[src/rtl/flag_stack.sv]
// flag_stack: LIFO context save/restore for the 6-bit ALU FLAGS word, plus a
// registered branch-condition evaluator against the live FLAGS word.
// Optional macro FLAG_STACK_OVF_TRAP_EN: when defined, o_err is a sticky
// overflow/underflow indicator cleared only by i_rst; otherwise o_err is 0.
module flag_stack #(
   parameter int unsigned DEPTH = 4
) (
   input  logic                         i_clk,
   input  logic                         i_rst,
   input  logic [5:0]                   i_flags_in,
   input  logic                         i_push,
   input  logic                         i_pop,
   output logic [5:0]                   o_flags_out,
   output logic                         o_restore_valid,
   input  logic [3:0]                   i_cond,
   input  logic                         i_cond_valid,
   output logic                         o_cond_true,
   output logic                         o_cond_done,
   output logic [$clog2(DEPTH+1)-1:0]   o_depth,
   output logic                         o_empty,
   output logic                         o_full,
   output logic                         o_err
);

   localparam int unsigned DW = $clog2(DEPTH + 1);
   localparam int unsigned IW = $clog2(DEPTH);

   logic [5:0]    r_mem [DEPTH];
   logic [DW-1:0] r_depth;
   logic [5:0]    r_flags_out;
   logic          r_restore_valid;
   logic          r_cond_true;
   logic          r_cond_done;

   logic          w_empty;
   logic          w_full;
   logic          w_swap;
   logic          w_push_eff;
   logic          w_pop_eff;
   logic          w_ovf;
   logic          w_udf;
   logic [IW-1:0] w_wr_idx;
   logic [IW-1:0] w_top_idx;
   logic          w_cond_hit;

   assign w_empty    = (r_depth == '0);
   assign w_full     = (r_depth == DW'(DEPTH));
   // Push+pop on a non-empty stack replaces the top in place.
   assign w_swap     = i_push && i_pop && !w_empty;
   // Push+pop on an empty stack degrades to a plain push.
   assign w_push_eff = i_push && !w_swap && !w_full;
   assign w_pop_eff  = i_pop && !i_push && !w_empty;
   assign w_ovf      = i_push && !i_pop && w_full;
   assign w_udf      = i_pop && w_empty;
   assign w_wr_idx   = IW'(r_depth);
   assign w_top_idx  = IW'(r_depth - 1'b1);

   // Storage array: written on effective push or swap; contents not reset.
   always_ff @(posedge i_clk) begin
      if (w_swap) begin
         r_mem[w_top_idx] <= i_flags_in;
      end else if (w_push_eff) begin
         r_mem[w_wr_idx] <= i_flags_in;
      end
   end

   // Depth pointer and restore output with its single-cycle qualifier.
   always_ff @(posedge i_clk) begin
      if (i_rst) begin
         r_depth         <= '0;
         r_flags_out     <= 6'b000001;
         r_restore_valid <= 1'b0;
      end else begin
         r_restore_valid <= w_swap || w_pop_eff;
         if (w_swap || w_pop_eff) begin
            r_flags_out <= r_mem[w_top_idx];
         end
         if (w_push_eff) begin
            r_depth <= r_depth + 1'b1;
         end else if (w_pop_eff) begin
            r_depth <= r_depth - 1'b1;
         end
      end
   end

   // Branch condition decode against the live flags.
   always_comb begin
      w_cond_hit = 1'b0;
      case (i_cond)
         4'd0:    w_cond_hit = 1'b1;
         4'd1:    w_cond_hit = i_flags_in[1];
         4'd2:    w_cond_hit = !i_flags_in[1];
         4'd3:    w_cond_hit = i_flags_in[2];
         4'd4:    w_cond_hit = !i_flags_in[2];
         4'd5:    w_cond_hit = i_flags_in[3];
         4'd6:    w_cond_hit = !i_flags_in[3];
         4'd7:    w_cond_hit = i_flags_in[4];
         4'd8:    w_cond_hit = !i_flags_in[4];
         4'd9:    w_cond_hit = i_flags_in[5];
         4'd10:   w_cond_hit = !i_flags_in[5];
         4'd11:   w_cond_hit = i_flags_in[2] || i_flags_in[1];
         4'd12:   w_cond_hit = !i_flags_in[2] && !i_flags_in[1];
         4'd13:   w_cond_hit = i_flags_in[5] || i_flags_in[1];
         4'd14:   w_cond_hit = !i_flags_in[5] && !i_flags_in[1];
         default: w_cond_hit = 1'b0;
      endcase
   end

   // Registered condition result; holds between evaluations.
   always_ff @(posedge i_clk) begin
      if (i_rst) begin
         r_cond_true <= 1'b0;
         r_cond_done <= 1'b0;
      end else begin
         r_cond_done <= i_cond_valid;
         if (i_cond_valid) begin
            r_cond_true <= w_cond_hit;
         end
      end
   end

`ifdef FLAG_STACK_OVF_TRAP_EN
   logic r_err;

   // Sticky trap on any dropped push or pop.
   always_ff @(posedge i_clk) begin
      if (i_rst) begin
         r_err <= 1'b0;
      end else if (w_ovf || w_udf) begin
         r_err <= 1'b1;
      end
   end

   assign o_err = r_err;
`else
   logic w_unused_evt;
   assign w_unused_evt = w_ovf ^ w_udf;
   assign o_err        = 1'b0;
`endif

   assign o_flags_out     = r_flags_out;
   assign o_restore_valid = r_restore_valid;
   assign o_cond_true     = r_cond_true;
   assign o_cond_done     = r_cond_done;
   assign o_depth         = r_depth;
   assign o_empty         = w_empty;
   assign o_full          = w_full;

endmodule

[config.mk]
export PLATFORM = sky130hd
export DESIGN_NAME = flag_stack
export DESIGN_NICKNAME = d
export VERILOG_FILES = /design/src/rtl/flag_stack.sv
export SDC_FILE = /design/constraint.sdc
export NUM_CORES = 1
export LEC_CHECK = 0
export CORE_MARGIN = 5
export CORE_UTILIZATION = 23
export CTS_CLUSTER_DIAMETER = 40
export DETAILED_ROUTE_END_ITERATION = 16
export HOLD_SLACK_MARGIN = 0.06
export PLACE_DENSITY = 0.41
export REMOVE_ABC_BUFFERS = 1
export SYNTH_ARGS = -nofsm -noshare
export SYNTH_HDL_FRONTEND = slang
export SYNTH_SLANG_ARGS = --single-unit
[constraint.sdc]
create_clock -name i_clk -period 6.8 [get_ports i_clk]
set_input_delay 0.68 -clock i_clk [delete_from_list [all_inputs] [get_ports i_clk]]
set_output_delay 0.68 -clock i_clk [all_outputs]
set_load 0.05 [all_outputs]
-- After elaboration in Yosys (flattened, before gate mapping)
Memory sizes are Yosys's and may differ from the RTL's. A register that Yosys moved wholly into a read port is not among the register bits.
Index checks and enable logic that the tools add are counted.
Widths: inputs -> output; s select.
- add/sub/neg operators: 2
- muxes and demuxes: 11
- reduce and logical (&&, ||, !) cells: 24
- equal/unequal tests: 15
- operators by type and width (kind ; count):
    $eq 4x4->1 const B ; 7
    $eq 4x3->1 const B ; 4
    $pmux 1 s15 ; 1
    $logic_not 1->1 ; 9
    $eq 4x2->1 const B ; 2
    $logic_and 1x1->1 ; 8
    $mux 1 ; 6
    $mux 3 ; 2
    $mux 6 ; 1
    $reduce_or 6->1 ; 1
    $eq 4x1->1 const B ; 1
    $logic_not 4->1 ; 1
    $add 3x1->3 const B ; 1
    $eq 3x3->1 const B ; 1
    $logic_not 3->1 ; 1
    $logic_or 1x1->1 ; 3
    $sub 3x1->3 const B ; 1
    $mux 2 ; 1
    $reduce_bool 2->1 ; 1
- register bits: 6
- RAM bits: 24
- logic and storage cells: 57
- output and inout bits: 15
- memories kept: 1
- memory list (name ; words ; width ; read ports ; clocked after Yosys merged registers in ; wr ports ; RTL line ; source):
    r_mem ; 4 ; 6 ; 1 ; 1 ; 1 ; 28 ; logic [5:0] r_mem [DEPTH];

-- Logic depth before layout (Yosys ltp)
- depth in word-level cells: 11
- depth in mapped cells: 9
- depth with buffers taken out: 7

-- Worst setup path after synthesis
Ideal clock, no wire load.
- kind: reg2reg
- from: register r_depth[0] (netlist: o_depth[0])
- to: memory r_mem[2][0] (enable)
- cell stages (with the launch flop): 8
- clock period less this slack: 2550 ps
- data arrival time: 2200 ps
- setup time: 350 ps
- path slack: 4250 ps
- path through: dfxtp_1 > buf_6 > inv_1 > ha_1 > mux2i_1 > nand2_1 > mux2_2 > nor2_1
- cells in the longest elaborated chain, start to end: 11
- ends and longest elaborated chain (item ; RTL line ; source):
    start, declared ; 29 ; logic [DW-1:0] r_depth;
    start signal, assigned ; 79 ; r_depth <= r_depth + 1'b1;
    start signal, assigned ; 81 ; r_depth <= r_depth - 1'b1;
    $logic_not 3->1 ; 46 ; assign w_empty = (r_depth == '0);
    $logic_not 1->1 ; 49 ; assign w_swap = i_push && i_pop && !w_empty;
    $logic_and 1x1->1 ; 49 ;
    $logic_not 1->1 ; 51 ; assign w_push_eff = i_push && !w_swap && !w_full;
    $logic_and 1x1->1 (2 in a row) ; 51 ;
    $mux 1 ; 62 ; end else if (w_push_eff) begin
    $mux 1 ; 60 ; if (w_swap) begin
    $mux 1 (not written as such) ; 63 ; r_mem[w_wr_idx] <= i_flags_in;
    $reduce_or 6->1 (no source line) ; -- ;
    $mux 2 (no source line) or $mux 1 (tied branches) ; -- ;
    end, declared ; 28 ;
Parallel ways exist; a longest one is shown, timed or not.

-- Final worst setup path
- from: register r_depth[0] (netlist: o_depth[0])
- to: output port o_empty
- cells in the longest elaborated chain, start to end: 1
- ends and longest elaborated chain (item ; RTL line ; source):
    $logic_not 3->1 ; 46 ;
    end, declared ; 20 ; output logic o_empty,
No other way between the ends.

==> metrics.md <==
| Metric | Value |
|---|---|
| Cell at the root of the clock tree | sky130_fd_sc_hd__clkbuf_8 |
| Final Net Count | 176 |
| Number of cells traversed by the worst hold path | 2 |
| Portion of total power attributed to sequential cells | 39.8% |
| Destination of the worst hold path | o_flags_out[1]$_SDFFE_PP0P_ |
| Fraction of synthesized cell area taken by the top area cell type | 44.3% |
| Filler Cell Count | 727 |
| Int Pwr | 495 µW |
| Share of total power in the clock network | 23.5% |
| Finish-stage setup viols | 0 |
| Final std cells w/o fill | 255 |
| Critical Setup Path Class | reg2out |
| Critical path peak fanout | 12 |
| Syn avg cell area | 12.6 µm² |
| Startpoint of the lowest-slack hold path | o_flags_out[1]$_SDFFE_PP0P_ |
| Port Buf Inserts | 28 |
| Maximum frequency from static timing analysis | 0.298 GHz |
| Sum of negative setup slack | 0 ns |
| Die Span X | 94.1 µm |
| Area of the mapped netlist | 1630 µm² |
| Number of maximum-capacitance violations | 0 |
| Number of cells on the worst reg-to-reg path | 6 |
| Antenna diode instance count | 0 |
| Routability congestion estimate from global placement | 0.730 |
| Final slew viol count | 0 |
| Cts hold-fix bufs | 0 |
| Clock latency on the worst-skew pair | 0.29 ns |
| Maximum root-to-sink buffer count | 2 |
| Vias | 1143 |
| Data arrival time at the worst-slack endpoint | 2.67 ns |
| Routed wire length per instance | 14.0 µm |
| Pin slew with the least headroom to its limit | 0.579 ns |
| Global routing met1 resource utilization | 10.3% |
| Required time at the endpoint of the critical path | 6.12 ns |
| Final number of hold-violating endpoints | 0 |
| Sinks on Clock Net | 36 |
| DRT Pass-1 Iters | 4 |
| Layout cell share with drive strength beyond 1 | 5.66% |
| Post-CTS Setup Bufs | 0 |
| Cell type contributing the most total cell area after synthesis | sky130_fd_sc_hd__edfxtp_1 |
| R2r setup slk | 3.98 ns |
| Detailed-route DRC error count | 0 |
| Post-DP HPWL | 2.66 mm |
| Global routing's busiest layer | met2 |
| Number of distinct standard cells referenced by the synthesized netlist | 36 |
| Core outline area | 6830 µm² |
| Startpoint of the most critical register-to-register path | o_depth[0]$_SDFFE_PP0P_ |
| Asr flop ratio synth | 0% |
| Setup crit start kind | register |
| Initial antenna violation count | 0 |
| Die height | 94.1 µm |
| GR Layer Usage met3 | 3.13% |
| Congestion Overflow GR | 0 |
| Run status | finished, final reports clean |
| Leading cell types in the layout, fill and taps excluded | sky130_fd_sc_hd__clkdlybuf4s50_1, sky130_fd_sc_hd__edfxtp_1, sky130_fd_sc_hd__a21oi_1, sky130_fd_sc_hd__dfxtp_1, sky130_fd_sc_hd__nand2_1 |
| Maximum number of pins on one net before global-route repair | 16 |
| Fraction of the cycle the final worst path needs | 49.3% |
| Maximum vdd drop | 129 µV |
| Combinational Power Share | 36.7% |
| Total Die Area | 8850 µm² |
| Leading cell type in the layout, fill and taps excluded | sky130_fd_sc_hd__clkdlybuf4s50_1 |
| Shortest clock period the worst path allows after layout | 3.35 ns |
| Worst slew margin relative to its limit | 61.3% |
| Number of storage elements in the synthesis netlist | 36 |
| EDFF count, synth | 24 |
| Effective utilization at floorplan | 23.8% |
| RSZ-0062 raised after global routing | no |
| IO Count | 30 |
| # placed instances | 247 |
| Sw frac | 35.8% |
| Starting DRC count in detailed routing | 27 |
| Final setup skew | 0.00780 ns |
| Total wire length | 3.58 mm |
| Area of the multi-input gates | 616 µm² |
| CTS tree | done |
| Endpoint kind of the worst setup timing path | primary output |
| Leak Pwr | 0.000721 µW |
| Cell area power density | 367 nW/µm² |
| Post-layout total power | 771 µW |
| Post-synthesis sequential area ratio | 59.1% |
| DRT antenna net count | 0 |
| Number of global-route vias before repair | 1094 |
| Crit Reg-Reg Endpoint | r_mem[2][0]$_DFFE_PP_ |
| Register area | 961 µm² |
| Met2 track demand over resource | 14.0% |
| Number of H-tree levels | 2 |
| Via density | 4.48 |
| Leading cell types by total area after synthesis | sky130_fd_sc_hd__edfxtp_1, sky130_fd_sc_hd__dfxtp_1, sky130_fd_sc_hd__mux4_1 |
| Global Route Usage Sum | 8.73% |
| Wire length of the first global-routing pass | 5.71 mm |
| Total number of placement rows | 30 |
| Inserted Clock Buffers | 5 |
| Switching power total | 276 µW |
| Synth-to-layout area growth | 29.0% |
| Worst hold path class | reg2reg |
| Gates resized, CTS repair | 0 |
| Post-synthesis cell count | 129 |
| Clock input transition at the sequential cells of the worst setup and hold paths | 0.08 ns |
| Dominant register cell in the synthesized netlist | sky130_fd_sc_hd__edfxtp_1 |
| Yosys Warn Count | 0 |
cell usage after synthesis, drive strengths merged (2+ instances only):
cell type,instances
edfxtp,24
a21oi,12
dfxtp,12
nand2,11
nand3,10
nor2,7
mux4,6
inv,4
buf,3
clkbuf,3
ha,3
nand2b,3
a21o,2
a31oi,2
and3,2
mux2,2
mux2i,2
nand3b,2
nor2b,2
nor3,2
o211ai,2
o21ai,2
critical path: stages, from the launching register on:
cell and delay [ns]:
sky130_fd_sc_hd__dfxtp_1 0.65, sky130_fd_sc_hd__inv_1 0.23, sky130_fd_sc_hd__ha_1 0.34, sky130_fd_sc_hd__nand2b_1 0.33, sky130_fd_sc_hd__inv_1 0.11, sky130_fd_sc_hd__clkdlybuf4s50_1 0.72
routing by layer:
| metal | wire, µm | part of all wire (%) |
|---|---|---|
| met1 | 1530 | 43 |
| met2 | 1750 | 49 |
| met3 | 215 | 6.0 |
| met4 | 78 | 2.2 |
| met5 | 0 | 0 |
power by group through the flow:
stage	Clock (µW)	Sequential, µW	Combinational (µW)
CTS	187	308	287
detailed placement	0	313	285
global placement	0	310	281
floorplan	0	360	139
finish	181	307	283
global route	195	313	303
layout make-up:
type	instances	area share, %
Inverter	4	0.716
Clock buffer	5	3.28
Timing Repair Buffer	28	13.4
Tap cell	96	5.72
Multi-Input combinational cell	83	29.3
Clock inverter	3	1.79
Sequential cell	36	45.8
kinds of logic (layout without fill, tap and decap cells):
family	after synthesis	count (layout)	synth area share, %
multiplexers	10	10	12.1
AND/OR/NAND/NOR	41	41	12.3
flip-flops	36	36	59.1
adder cells (fa/ha/maj)	3	3	2.31
other	1	1	0.231
buffers and inverters	10	40	3.08
AO/OA/AOI/OAI	28	28	10.9
worst max path at each step:
| stage | startpoint | to | cells after the start |
|---|---|---|---|
| final | o_depth[0]$_SDFFE_PP0P_ | o_empty | 5 |
| after CTS | o_depth[0]$_SDFFE_PP0P_ | o_empty | 5 |
| after detailed placement | o_depth[0]$_SDFFE_PP0P_ | o_empty | 5 |
| after global routing | o_depth[0]$_SDFFE_PP0P_ | o_empty | 5 |
| after floorplan | o_depth[0]$_SDFFE_PP0P_ | r_mem[2][0]$_DFFE_PP_ | 6 |
| after global placement | i_pop | r_mem[2][5]$_DFFE_PP_ | 5 |
flip-flops by register name, summed over array words and instances (netlist names):
name	count
o_cond_done	1
o_cond_true	1
o_depth	3
o_flags_out	6
o_restore_valid	1
r_mem	24
stage by stage:
| stage | utilization (%) | cell area (µm²) | worst slack [ns] | hold slack [ns] |
|---|---|---|---|---|
| 6_report | 30.7 | 2100 | 3.45 | 0.461 |
| 2_1_floorplan | - | 1590 | 4.09 | 0.668 |
| 5_1_grt | 30.7 | 2100 | 3.27 | 0.497 |
| 3_3_place_gp | 29.2 | 1990 | 3.86 | 0.450 |
| 4_1_cts | 30.7 | 2100 | 3.40 | 0.462 |
| 3_5_place_dp | 29.2 | 1990 | 3.75 | 0.452 |
Note: power is estimated with default switching activity, not from simulation.
==> patch 1, RTL diff (same settings) <==
The option `FLAG_STACK_OVF_TRAP_EN` is turned on by a define.
--- a/src/rtl/flag_stack.sv
+++ b/src/rtl/flag_stack.sv
@@ -2,6 +2,8 @@
 // registered branch-condition evaluator against the live FLAGS word.
 // Optional macro FLAG_STACK_OVF_TRAP_EN: when defined, o_err is a sticky
 // overflow/underflow indicator cleared only by i_rst; otherwise o_err is 0.
+`define FLAG_STACK_OVF_TRAP_EN
+
 module flag_stack #(
    parameter int unsigned DEPTH = 4
 ) (
Check against the original RTL: not equivalent (Yosys sat finds a counterexample within 4 cycles, from zero or initial values and one cycle with i_rst high).
==> patch 1 against the original RTL <==
Worst setup slack improved by 0.20 ns; clock power fell by 20%; wire length fell by 1.2%; count of clock-buffer cells in the layout rose by 1; hold slack improved by 0.016 ns; non-clock buffer count rose by 1; sequential cell count rose by 1; highest routed layer unchanged; die area rose by 5.0%; combinational power rose by 31%; synthesized area rose by 5.6%; design area rose by 3.2%; power rose by 12%; maximum frequency rose by 6.4%; sequential power rose by 12%.
==> patch 1: results <==
status:
  status: "finished clean"
setup_path:
  worstReg2RegStart: "o_depth[0]"
  rrSetupSlack_ns: 3.89
  crit_arrival_ns: 2.47
  cp_max_fo: 12
  r2r-end: "r_mem[1][1]"
  cp-endpoint: "o_full"
  reg2reg_depth: 6
  crit_type: "reg2out"
routing:
  wirelength_um: 3540
  wl_met1_um: 1660
  drt_iter0_markers: 100
  routed-wl-met3_um: 186
  wl_met2_um: 1640
  dr.pass1.iters: 4
  routed_via_density: 4.34
  routed.top_layer: "met4"
place:
  portBuffers: 29
  dp_slack_ns: 3.73
  hpwl_um: 2610
  place.gp.congestion: 0.785
logic_synthesis:
  synth_ff_type: "edfxtp_1"
  async_flop_share: 0
  synthTopCellsByArea: "edfxtp_1, dfxtp_1, mux4_1"
  synthDistinctLibCells: 36
  yosysWarnings: 0
  synthTopCellsByCount: "edfxtp_1, nor2_1, dfxtp_1, a21oi_1, mux2i_1"
  seq_area_frac_synth: 0.571
  synth-edff-count: 24
clock_tree:
  cts.clk_slew.worst_paths_ns: 0.07
  clock_latency_ns: 0.28
  ctsLongestPathBuffers: 2
  numCtsBuffers: 5
  post-cts-setup-buffers: 0
  root_buffer: "clkbuf_8"
  cts_resized: 0
grt:
  grt_pass1_wl_um: 5710
  grt_max_degree: 14
  antenna_found_initial: 0
  grt_pass1_vias: 1092
  track_usage: 0.0822
final_layout:
  fillerInstances: 734
  diodes: 0
  drive_gt1_frac: 0.0732
  nets: 181
  regMostFlops: "r_mem"
  largest_reg_flops: 24
timing:
  relSlewSlack: 0.592
  finClkSkew_ns: 0.00694
  period_share: 0.463
power_and_ir_drop:
  ir_drop_mv: 0.0980
  power_leakage_nw: 0.774
  switchingPower_mw: 0.334
patch 1: changes by cell type after synthesis, sizes merged, moves of 3 or more:
| cell | before | now |
|---|---|---|
| o21ai | 2 | 6 |
| nand3 | 10 | 3 |
| nor2 | 7 | 14 |
| a21oi | 12 | 8 |
| mux2i | 2 | 8 |
| nand2 | 11 | 5 |
| buf | 3 | 6 |
patch 1: metal layers:
metal  GRT usage  vias to the layer above
met3      0.0209                        4
met1       0.110                      539
met4      0.0350                        0
met2       0.125                       39
met5           0                        -
li1            -                      559
patch 1: final cells by class:
cell class | instances | area share
flip-flops and latches | 37 | 0.453
multi-input cells | 84 | 0.307
repair buffers | 29 | 0.134
well taps | 99 | 0.0572
clock buffers | 6 | 0.0335
inverters | 6 | 0.0104
clock inverters | 2 | 0.00462
patch 1: kinds of logic after synthesis:
family | share of synthesized area
AND/OR/NAND/NOR | 0.121
flip-flops | 0.571
AO/OA/AOI/OAI | 0.0925
buffers and inverters | 0.0422
multiplexers | 0.136
XOR/XNOR | 0.0153
adder cells (fa/ha/maj) | 0.0219
patch 1: stage by stage:
stage          utilization  instance area, µm²  power, mW  std cells  hold slack [ns]
6_report             0.298                2160      0.860        263            0.476
4_1_cts              0.298                2160      0.871        263            0.474
3_5_place_dp         0.287                2080      0.723        255            0.452
5_1_grt              0.298                2160      0.914        263            0.506
3_3_place_gp         0.287                2080      0.724        255            0.442
2_1_floorplan            -                1670      0.604        127            0.646
patch 1: power by group through the flow:
stage	Combinational (mW)	Clock [mW]	Sequential, mW
after floorplan	0.187	0	0.416
after global placement	0.374	0	0.350
after detailed placement	0.373	0	0.350
after CTS	0.374	0.153	0.345
after global routing	0.399	0.163	0.352
final	0.370	0.145	0.344
patch 1: how the worst min path moves through the flow:
stage	from	slack, ns	cells past startpoint	to
2_1_floorplan	r_mem[0][1]	0.65	3	o_flags_out[1]
3_3_place_gp	o_flags_out[0]	0.44	1	o_flags_out[0]
3_5_place_dp	o_flags_out[0]	0.45	1	o_flags_out[0]
4_1_cts	o_flags_out[0]	0.47	1	o_flags_out[0]
5_1_grt	o_flags_out[0]	0.51	1	o_flags_out[0]
6_report	o_flags_out[0]	0.48	1	o_flags_out[0]
patch 1: critical path, cell delays in order, from the launching register on:
cell,delay [ns]
dfxtp_1,0.71
inv_1,0.19
ha_1,0.36
and2_4,0.22
clkdlybuf4s50_1,0.69
==> patch 2, RTL diff (same settings) <==
Without the edit above. Register the output `o_flags_out` once more; this adds one clock of latency there. The other outputs are not delayed to match.
--- a/src/rtl/flag_stack.sv
+++ b/src/rtl/flag_stack.sv
@@ -138,7 +138,9 @@
    assign o_err        = 1'b0;
 `endif
 
-   assign o_flags_out     = r_flags_out;
+   always_ff @(posedge i_clk) begin
+      o_flags_out <= r_flags_out;
+   end
    assign o_restore_valid = r_restore_valid;
    assign o_cond_true     = r_cond_true;
    assign o_cond_done     = r_cond_done;
Check against the original RTL: not equivalent (Yosys sat finds a counterexample within 4 cycles, from zero or initial values and one cycle with i_rst high).
==> patch 2 against the original RTL <==
Global-route usage is 0.64 points lower; register-to-register slack better by 0.03 ns; sequential cell count rose by 6; design area up 6.2%; wire length increased by 4.1%; power is 4.4% higher; first-iteration DRC count up 81%; synthesized area is 7.9% higher; synthesized cell count rose by 7.0%; worst setup slack better by 0.012 ns; non-clock buffer count did not move; critical path type unchanged; critical endpoint unchanged; largest power group unchanged.
==> patch 2: results <==
logic_synthesis:
  synth-edff-count: 24
  synthTopCellsByCount: "edfxtp_1, dfxtp_1, a21oi_1, nand3_1, nand2_1"
  syn_inst: 138
  async_flop_share: 0
  seq_area_frac_synth: 0.616
  yosysWarnings: 0
  synthTopCellsByArea: "edfxtp_1, dfxtp_1, mux4_1"
  synth_ff_type: "edfxtp_1"
  synthDistinctLibCells: 32
place:
  dp_slack_ns: 3.75
  place.gp.congestion: 0.844
  hpwl_um: 2690
  dp.cells: 259
clock_tree:
  clock_latency_ns: 0.29
  cts_tree: "yes"
  root_buffer: "clkbuf_8"
  post-cts-setup-buffers: 0
  htreeDepth: 2
  cts_resized: 0
  cts.clk_slew.worst_paths_ns: 0.08
  ctsLongestPathBuffers: 2
status:
  status: "finished clean"
grt:
  grt_pass1_vias: 1262
  grt_max_degree: 16
  track_usage: 0.0809
  grt_pass1_wl_um: 6010
  antenna_found_initial: 0
final_layout:
  diodes: 0
  stdcell_count: 267
  nets: 185
  drive_gt1_frac: 0.0655
  fillerInstances: 725
routing:
  drt_iter0_markers: 49
  dr.pass1.iters: 4
  routed_via_density: 4.44
  wire_per_inst_um: 14.0
setup_path:
  reg2reg_depth: 6
  crit_arrival_ns: 2.66
  r2r-end: "r_mem[2][4]"
  rrSetupSlack_ns: 4.01
  cp_max_fo: 12
  worstReg2RegStart: "o_depth[0]"
min_path:
  min_from: "r_flags_out[1]"
  hold_end: "o_flags_out[1]"
  min_path_cells: 0
power_and_ir_drop:
  power_leakage_nw: 0.781
  ir_drop_mv: 0.0778
timing:
  relSlewSlack: 0.614
  finClkSkew_ns: 0.00504
==> patch 2: area by class of cell <==
cell class / instances / area share
multi-input cells: 83 / 0.275
clock buffers: 6 / 0.0421
inverters: 7 / 0.0118
well taps: 99 / 0.0556
flip-flops and latches: 42 / 0.485
clock inverters: 2 / 0.00449
repair buffers: 28 / 0.126
==> patch 2: kinds of logic (layout without fill, tap and decap cells) <==
group | after synthesis | in the layout | share of synthesized area
adder cells (fa/ha/maj) | 3 | 3 | 0.0214
multiplexers | 10 | 10 | 0.112
AO/OA/AOI/OAI | 27 | 27 | 0.0969
AND/OR/NAND/NOR | 42 | 42 | 0.117
buffers and inverters | 13 | 43 | 0.0349
flip-flops | 42 | 42 | 0.616
other | 1 | 1 | 0.00214
==> patch 2: per-stage QoR <==
stage	instance area (µm²)	hold WS, ns
final	2230	0.354
after CTS	2230	0.357
after global routing	2230	0.365
after floorplan	1720	0.331
after detailed placement	2120	0.340
after global placement	2120	0.336
==> patch 2: routing by layer <==
layer / vias up / GRT usage / share of wire / wire [µm]
met5: - / 0 / 0 / 0
met4: 0 / 0.0351 / 0.013 / 48
met3: 5 / 0.0258 / 0.052 / 192
met2: 37 / 0.138 / 0.49 / 1840
met1: 570 / 0.0928 / 0.44 / 1650
li1: 573 / - / - / -
==> patch 2: worst max path at each step <==
stage / startpoint / to / slack [ns] / depth (start not counted)
2_1_floorplan: o_depth[0] / r_mem[2][0] / 4.09 / 6
3_3_place_gp: i_pop / r_mem[2][1] / 3.87 / 5
3_5_place_dp: o_depth[0] / o_empty / 3.75 / 5
4_1_cts: o_depth[0] / o_empty / 3.42 / 5
5_1_grt: o_depth[0] / o_empty / 3.24 / 5
6_report: o_depth[0] / o_empty / 3.46 / 5
==> patch 2: where the power goes <==
group	internal [mW]	switching, mW
clock	0.0932	0.0829
combinational	0.104	0.173
sequential	0.327	0.0243
total	0.524	0.281
==> patch 2: critical path, cell delays in order (launching register included) <==
cell	delay [ns]
dfxtp_1	0.67
inv_1	0.22
ha_1	0.33
nand2b_1	0.33
inv_1	0.11
clkdlybuf4s50_1	0.72
